<file path="config.mk">
export PLATFORM = sky130hd
export DESIGN_NAME = eee_msg_reader
export DESIGN_NICKNAME = d
export VERILOG_FILES = /design/src/rtl/eee_msg_reader.sv
export SDC_FILE = /design/constraint.sdc
export NUM_CORES = 1
export LEC_CHECK = 0
export CAP_MARGIN = 10
export CORE_MARGIN = 2
export CORE_UTILIZATION = 48
export DETAILED_ROUTE_END_ITERATION = 6
export PLACE_DENSITY = 0.8
export SYNTH_ARGS = -nofsm -noshare
export SYNTH_HDL_FRONTEND = slang
export SYNTH_SLANG_ARGS = --single-unit
</file>
<file path="constraint.sdc">
create_clock -name clk -period 2.5 [get_ports clk]
set_input_delay 0.25 -clock clk [delete_from_list [all_inputs] [get_ports clk]]
set_output_delay 0.25 -clock clk [all_outputs]
set_load 0.02 [all_outputs]
</file>
<file path="src/rtl/eee_msg_reader.sv">
// eee_msg_reader
//   Avalon-MM master that drains the vision pipeline's message FIFO through
//   the image processor's slave port. It polls the status register. Once at
//   least MSG_WORDS words are buffered, it reads one 3-word bounding-box
//   message: an "RBB" header, the top-left word and the bottom-right word.
//   It then publishes the decoded box. If the header does not match, it
//   flushes the remote FIFO to resynchronise.
//
// Ports
//   clk, reset_n       system clock, asynchronous active-low reset
//   enable             level; 0 lets a message in progress finish, then idles
//   m_chipselect       asserted together with m_read or m_write
//   m_read / m_write   single-cycle access pulses, always followed by an idle cycle
//   m_address          0 = status, 1 = message word
//   m_writedata        flush word (status bit 4)
//   m_readdata         registered slave data, valid the cycle after m_read
//   bb_x/y_min/max     published box coordinates (unsigned 11-bit)
//   bb_valid           1-cycle strobe when new coordinates are published
//   bb_present         box is non-empty (min <= max on both axes)
//   msg_count          messages decoded (wrapping)
//   err_count          header mismatches (saturating)

module eee_msg_reader #(
  parameter int unsigned POLL_INTERVAL = 16,
  parameter logic [31:0] MSG_ID        = 32'h00524242,
  parameter int unsigned MSG_WORDS     = 3
) (
  input  logic        clk,
  input  logic        reset_n,
  input  logic        enable,
  output logic        m_chipselect,
  output logic        m_read,
  output logic        m_write,
  output logic [2:0]  m_address,
  output logic [31:0] m_writedata,
  input  logic [31:0] m_readdata,
  output logic [10:0] bb_x_min,
  output logic [10:0] bb_y_min,
  output logic [10:0] bb_x_max,
  output logic [10:0] bb_y_max,
  output logic        bb_valid,
  output logic        bb_present,
  output logic [15:0] msg_count,
  output logic [7:0]  err_count
);

  localparam int unsigned   CW     = (POLL_INTERVAL > 1) ? $clog2(POLL_INTERVAL) : 1;
  localparam logic [CW-1:0] RELOAD = CW'(POLL_INTERVAL - 1);

  localparam logic [2:0]  ADDR_STATUS = 3'd0;
  localparam logic [2:0]  ADDR_MSG    = 3'd1;
  localparam logic [31:0] FLUSH_WORD  = 32'h0000_0010;

  typedef enum logic [3:0] {
    S_WAIT, S_ST_RD, S_ST_CAP, S_HD_RD, S_HD_CAP, S_FL_WR,
    S_TL_RD, S_TL_CAP, S_BR_RD, S_BR_CAP, S_PUB
  } state_t;

  state_t        state_reg, state_next;
  logic [CW-1:0] wait_cnt_reg, wait_cnt_next;

  // Top-left shadow: holds the first coordinate word until the whole message is in.
  logic [10:0] x_min_sh_reg, y_min_sh_reg;

  logic [10:0] bb_x_min_reg, bb_y_min_reg, bb_x_max_reg, bb_y_max_reg;
  logic        bb_present_reg;
  logic [15:0] msg_count_reg;
  logic [7:0]  err_count_reg;

  // Decoded views of the captured slave word. Bits [31:27] and [15:11] are ignored.
  logic [7:0]  usedw;
  logic [10:0] word_hi, word_lo;
  logic        hdr_ok;

  assign usedw   = m_readdata[15:8];
  assign word_hi = m_readdata[26:16];
  assign word_lo = m_readdata[10:0];
  assign hdr_ok  = (m_readdata == MSG_ID);

  // Next-state logic and bus strobes. Every access state is followed by a
  // capture or idle state, so back-to-back accesses cannot occur.
  always_comb begin
    state_next    = state_reg;
    wait_cnt_next = wait_cnt_reg;
    m_chipselect  = 1'b0;
    m_read        = 1'b0;
    m_write       = 1'b0;
    m_address     = ADDR_STATUS;
    m_writedata   = 32'h0;

    case (state_reg)
      S_WAIT: begin
        if (wait_cnt_reg == '0) begin
          if (enable) begin
            state_next = S_ST_RD;
          end else begin
            wait_cnt_next = RELOAD;
          end
        end else begin
          wait_cnt_next = wait_cnt_reg - 1'b1;
        end
      end
      S_ST_RD: begin
        m_chipselect = 1'b1;
        m_read       = 1'b1;
        m_address    = ADDR_STATUS;
        state_next   = S_ST_CAP;
      end
      S_ST_CAP: begin
        if (32'(usedw) >= MSG_WORDS) begin
          state_next = S_HD_RD;
        end else begin
          state_next    = S_WAIT;
          wait_cnt_next = RELOAD;
        end
      end
      S_HD_RD: begin
        m_chipselect = 1'b1;
        m_read       = 1'b1;
        m_address    = ADDR_MSG;
        state_next   = S_HD_CAP;
      end
      S_HD_CAP: begin
        state_next = hdr_ok ? S_TL_RD : S_FL_WR;
      end
      S_FL_WR: begin
        m_chipselect  = 1'b1;
        m_write       = 1'b1;
        m_address     = ADDR_STATUS;
        m_writedata   = FLUSH_WORD;
        state_next    = S_WAIT;
        wait_cnt_next = RELOAD;
      end
      S_TL_RD: begin
        m_chipselect = 1'b1;
        m_read       = 1'b1;
        m_address    = ADDR_MSG;
        state_next   = S_TL_CAP;
      end
      S_TL_CAP: begin
        state_next = S_BR_RD;
      end
      S_BR_RD: begin
        m_chipselect = 1'b1;
        m_read       = 1'b1;
        m_address    = ADDR_MSG;
        state_next   = S_BR_CAP;
      end
      S_BR_CAP: begin
        state_next = S_PUB;
      end
      S_PUB: begin
        // Re-poll immediately: more messages are likely queued behind this one.
        if (enable) begin
          state_next = S_ST_RD;
        end else begin
          state_next    = S_WAIT;
          wait_cnt_next = RELOAD;
        end
      end
      default: begin
        state_next    = S_WAIT;
        wait_cnt_next = RELOAD;
      end
    endcase
  end

  always_ff @(posedge clk or negedge reset_n) begin
    if (!reset_n) begin
      state_reg      <= S_WAIT;
      wait_cnt_reg   <= RELOAD;
      x_min_sh_reg   <= 11'h7FF;
      y_min_sh_reg   <= 11'h7FF;
      bb_x_min_reg   <= 11'h7FF;
      bb_y_min_reg   <= 11'h7FF;
      bb_x_max_reg   <= 11'h000;
      bb_y_max_reg   <= 11'h000;
      bb_present_reg <= 1'b0;
      msg_count_reg  <= 16'h0;
      err_count_reg  <= 8'h0;
    end else begin
      state_reg    <= state_next;
      wait_cnt_reg <= wait_cnt_next;

      case (state_reg)
        S_HD_CAP: begin
          if (!hdr_ok && (err_count_reg != 8'hFF)) begin
            err_count_reg <= err_count_reg + 8'd1;
          end
        end
        S_TL_CAP: begin
          x_min_sh_reg <= word_hi;
          y_min_sh_reg <= word_lo;
        end
        S_BR_CAP: begin
          // The publish registers load on the edge into PUB, so the new box,
          // bb_present and msg_count are visible in the same cycle as bb_valid.
          // The bottom-right word goes straight from the bus into the outputs.
          bb_x_min_reg   <= x_min_sh_reg;
          bb_y_min_reg   <= y_min_sh_reg;
          bb_x_max_reg   <= word_hi;
          bb_y_max_reg   <= word_lo;
          bb_present_reg <= (x_min_sh_reg <= word_hi) && (y_min_sh_reg <= word_lo);
          msg_count_reg  <= msg_count_reg + 16'd1;
        end
        default: ;
      endcase
    end
  end

  assign bb_valid   = (state_reg == S_PUB);
  assign bb_x_min   = bb_x_min_reg;
  assign bb_y_min   = bb_y_min_reg;
  assign bb_x_max   = bb_x_max_reg;
  assign bb_y_max   = bb_y_max_reg;
  assign bb_present = bb_present_reg;
  assign msg_count  = msg_count_reg;
  assign err_count  = err_count_reg;

endmodule

</file>
**Word level (Yosys, flattened, before mapping)**

Cells that the tools add are included.

- Flip-flop bits (word level): 99
- Input bits: 35
- Output and inout port bits: 108
- Logic and storage cells: 60

- $add $sub $neg: 3
- $lt $le $gt $ge: 3
- Equal/unequal tests: 15
- Mux-type cells: 15
- Bitwise operators: 1
- Reductions and logical operators: 12

Operators with widths:

| cell | count |
|---|---|
| one-hot mux 4 bit (10 select lines) | 1 |
| equality test 32 x 23 -> 1 bit, second input constant | 1 |
| <= comparator 11 bit | 2 |
| two-way mux 4 bit | 5 |
| adder 16 x 1 -> 16 bit, second input constant | 1 |
| equality test 4 x 3 -> 1 bit, second input constant | 4 |
| one-hot mux 4 bit (4 select lines) | 1 |
| equality test 4 bit, second input constant | 3 |
| adder 8 x 1 -> 8 bit, second input constant | 1 |
| equality test 4 x 2 -> 1 bit, second input constant | 2 |
| greater-or-equal comparator 8 x 2 -> 1 bit, second input constant | 1 |
| zero test 4 bit | 2 |
| != test 8 bit, second input constant | 1 |
| OR reduction 7 bit | 1 |
| != test 2 bit, second input constant | 3 |
| AND reduction 2 bit | 3 |
| two-way mux 1 bit | 5 |
| two-way mux 5 bit | 1 |
| OR reduction 5 bit | 1 |
| equality test 4 x 1 -> 1 bit, second input constant | 1 |
| two-way mux 2 bit | 2 |
| OR reduction 4 bit | 1 |
| subtractor 4 x 1 -> 4 bit, second input constant | 1 |
| OR reduction 3 bit | 1 |
| 3 further kinds | 4 |

**Longest topological paths before layout**

- Depth in word-level cells: 4
- Gate-level depth with buffers: 7
- Mapped depth without buffers: 7

**Worst setup path before layout**

Ideal clock, no wire load.

- Path kind: register to register
- From: reg x_min_sh_reg[8]
- To: reg bb_present_reg, in the netlist bb_present
- Library setup time: 0.087 ns
- Arrival: 1.875 ns
- Data required time: 2.413 ns
- Setup slack: 0.538 ns
- Stages on the path, launching flop included: 7
- Buffers on the path: 0
- Clock period less this slack: 1.962 ns
- Path through: dfstp_2 > ha_1 > a21oi_1 > nor2_1 > a211oi_1 > or4b_2 > a22oi_1

- Word-level cells in the longest chain between the ends: 2

Ends and longest elaborated chain:

| item | RTL line | source |
|---|---|---|
| start, declared | 63 | `logic [10:0] x_min_sh_reg, y_min_sh_reg;` |
| start signal, assigned | 192 | `x_min_sh_reg <= word_hi;` |
| <= comparator 11 bit | 203 | `bb_present_reg <= (x_min_sh_reg <= word_hi) && (y_min_sh_reg <= word_lo);` |
| logical AND 1 bit | 203 |  |
| end signal, assigned | 203 |  |
| end, declared | 66 | `logic bb_present_reg;` |

Every way passes these cells.
A chain may end at the register's enable or synchronous reset.

**Worst setup path in the final report**

- From: reg state_reg[2]
- To: out m_address[0]

- Word-level cells in the longest chain between the ends: 3
- Elaborated cells between the ends (all ways): 5
- Those cells by class: 3 x eq/ne; 1 x mux; 1 x reduce/logical

Ends and longest elaborated chain:

| item | RTL line | source |
|---|---|---|
| start, declared | 59 | `state_t state_reg, state_next;` |
| start signal, assigned | 182 | `state_reg <= state_next;` |
| equality test 4 bit (tied with other cells) | 91 | `case (state_reg)` |
| OR reduction 3 bit (no line) (*) | - |  |
| two-way mux 1 bit (*) | 91 |  |
| end, declared | 34 | `output logic [2:0] m_address,` |

Mark *: on every way between the ends. The rest lies on a longest branch, timed or not.

==> metrics.csv <==
metric,value,unit
status,finished clean,
Post-synth EDFFs,0,
Synth Warn #,0,
Via-to-Cell Ratio,5.10,
endpoints failing setup,0,
"antenna viol nets, final",0,
worst skew pair latency,350,ps
reg2reg setup slack,350,ps
largest family of logic cells by synthesized area,simple AND/OR/NAND/NOR gates,
vias in the first global route,3570,
All-Layer GR Usage,19.0,%
port bufs,109,
# DRC,0,
post-place setup slack,23.1,ps
crit end category,output pin,
Slew headroom,49.4,%
GRT met2 Usage,30.6,%
total gr overflow,0,
setup bufs post-CTS,0,
CTS tree,built,
Compound-Gate Fraction of Synth Area,7.47,%
Startpoint Class,flop,
TritonCTS Buffers,9,
final core utilization,63.0,%
grt met1 use,26.4,%
# IOs,143,
Yosys cell types,56,
CTS HTree Levels,3,
DP HPWL,8090,um
Post-Synth XOR/XNOR Area,3.76,%
Hold Crit Class,input port to asynchronous set/reset pin,
post-route clock period utilization,93.2,%
area delta synth->final,26.9,%
Synth Area in Adders,6.35,%
critical path class,flop to output pin,
Leak Pwr,2.90,nW
via count,3635,
maxcap violations,0,
routed wire length,10800,um
max-slew violations,0,
share of layout cells above drive strength 1,23.9,%
largest fanout on the critical path,13,
die area,0.0115,mm2
ys async rst share,100,%
CTS root buf,clkbuf_8,
Post-Syn Area,0.00512,mm2
worst-margin pin slew,752,ps
Crit path arrival time,2080,ps
final worst slack,170,ps
DRT Pass-1 Iters,4,
met3 Track Usage GR,3.03,%
Worst path top cell family by delay,buffers and inverters,
Die Y,107,um
PwrDens,1100,mW/mm2
mux contribution to synthesized area,11.3,%
crit path max-delay cell type,clkdlybuf4s50_1,
"Min Clock Period, post-route",2330,ps
Rows,37,
number of buffers and inverters on the critical path,1,
Core ar.,0.0103,mm2
"FF+latch count, synth",99,
worst-path cell chain,"nand2b_1, nor2_1, a21oi_1, nor2_1, a31o_2, clkdlybuf4s50_1",
DP Cell Count,696,
die width,107,um
most used flip-flop cell after synthesis,dfrtp_1,
Final Hold Fails,0,
GPL Wtd Cong,0.819,
diode count,0,
Nets,633,
Clock Skews,17.9,ps
Synth Instances,458,
VDD IR max,0.692,mV
clk sinks,99,
Worst EP required,2250,ps
sequential-to-total area share from yosys stat,49.5,%
TNS Setup,0,ps
Post-Layout Cell Count,713,
most used routing layer,met2,
"Clk pin slew, worst setup/hold paths",100,ps
number of flip-flops in the largest register,16,
DR WL/cell,15.1,um
Iter 0 DRT Violations,156,
fmax,429,MHz
initial antenna violation count,0,
Tot Pwr,7.13,mW
first-pass GRT wire length,17400,um
RSZ-0062 raised after global routing,false,
largest net degree at the start of global routing,49,
syn avg cell area,11.2,um2
Post-Synth Simple-Gate Area,12.8,%
"slowest stage delay, CP",610,ps
Clock Path Buffers,2,
Starting Density,49.6,%
Critical Path Most Common Cell,nor2_1,
## cell type report
cell class / count / area, um2
clock buffer: 10 / 128
clock inverter: 6 / 87.6
fill: 798 / 3820
inverter: 29 / 109
multi-input combinational: 312 / 2260
sequential: 99 / 2540
tap: 136 / 170
timing repair buffer: 121 / 1210
## worst paths after layout
check                                 from         endpoint  cells past startpoint
hold reg to reg              msg_count[15]    msg_count[15]                      1
setup reg to reg           x_min_sh_reg[8]       bb_present                      6
setup / recovery              state_reg[2]     m_address[0]                      6
min in group clk             msg_count[15]    msg_count[15]                      1
max in group asynchronous          reset_n  wait_cnt_reg[3]                      3
hold / removal                     reset_n      bb_x_max[2]                      2
## worst register-to-register path: stages (launching register included)
cell      delay (ps)
dfstp_2          550
ha_1             240
a21oi_1          150
nor2_1            50
a211oi_1         300
or4b_2           630
a22oi_1          150
## metal layers
layer	routed length [um]	vias to the layer above
met5	0	-
met4	208	0
met3	530	18
met2	5240	112
met1	4780	1753
li1	-	1752
## Yosys cell counts, types with 2 or more instances
cell	number	area, um2
dfrtp_1	51	1280
dfstp_2	48	1260
mux2_2	48	541
nand2_1	39	146
buf_4	35	263
inv_1	29	109
o21ai_0	27	135
ha_1	26	325
a21oi_1	14	70.1
nand3_1	14	70.1
xnor2_1	14	123
nor2_1	12	45.0
buf_2	8	40.0
nand4_1	8	50.1
xor2_1	8	70.1
clkbuf_1	6	22.5
nor2b_1	6	37.5
nor4_1	6	37.5
a21o_1	4	30.0
and4_1	4	35.0
and2_1	3	18.8
nand2b_1	3	18.8
nor3_1	3	15.0
nor4b_1	3	26.3
o21a_1	3	22.5
a211o_1	2	17.5
a31o_2	2	17.5
nor2_2	2	12.5
o22ai_1	2	12.5
o31ai_1	2	15.0
## stage by stage
step	hold slack (ps)	cell area (um2)
after detailed placement	299	6270
after CTS	449	6500
after global routing	469	6500
after floorplan	-45.6	5240
final	443	6500
after global placement	290	6270
## logic make-up after synthesis
group,Yosys count
adder cells (fa/ha/maj),26
AND/OR/NAND/NOR,116
XOR/XNOR,22
AO/OA/AOI/OAI,64
other,1
flip-flops,99
multiplexers,51
buffers and inverters,79
## power by group
| part | internal, mW | switching (mW) | leakage (nW) |
|---|---|---|---|
| clock network | 0.567 | 0.550 | 0.111 |
| logic | 1.53 | 1.52 | 1.63 |
| registers | 2.46 | 0.507 | 1.16 |
| total | 4.56 | 2.57 | 2.90 |
## cells in the final DEF, fill, tap and decap left out, drive strengths merged, types with 7 or more instances in the layout
cell type and n:
a21oi 14, buf 12, clkbuf 10, clkdlybuf4s50 108
conb 33, dfrtp 51, dfstp 48, ha 26
inv 30, mux2 50, nand2 39, nand3 14
nand4 8, nor2 14, nor4 7, o21ai 27
xnor2 14, xor2 8
## repair_timing
item,in CTS,in global routing
hold buffers,1,0
setup endpoints to repair,0,4
gates resized for setup,0,3
hold endpoints to repair,17,0
Note: power is estimated with default switching activity, not from simulation.
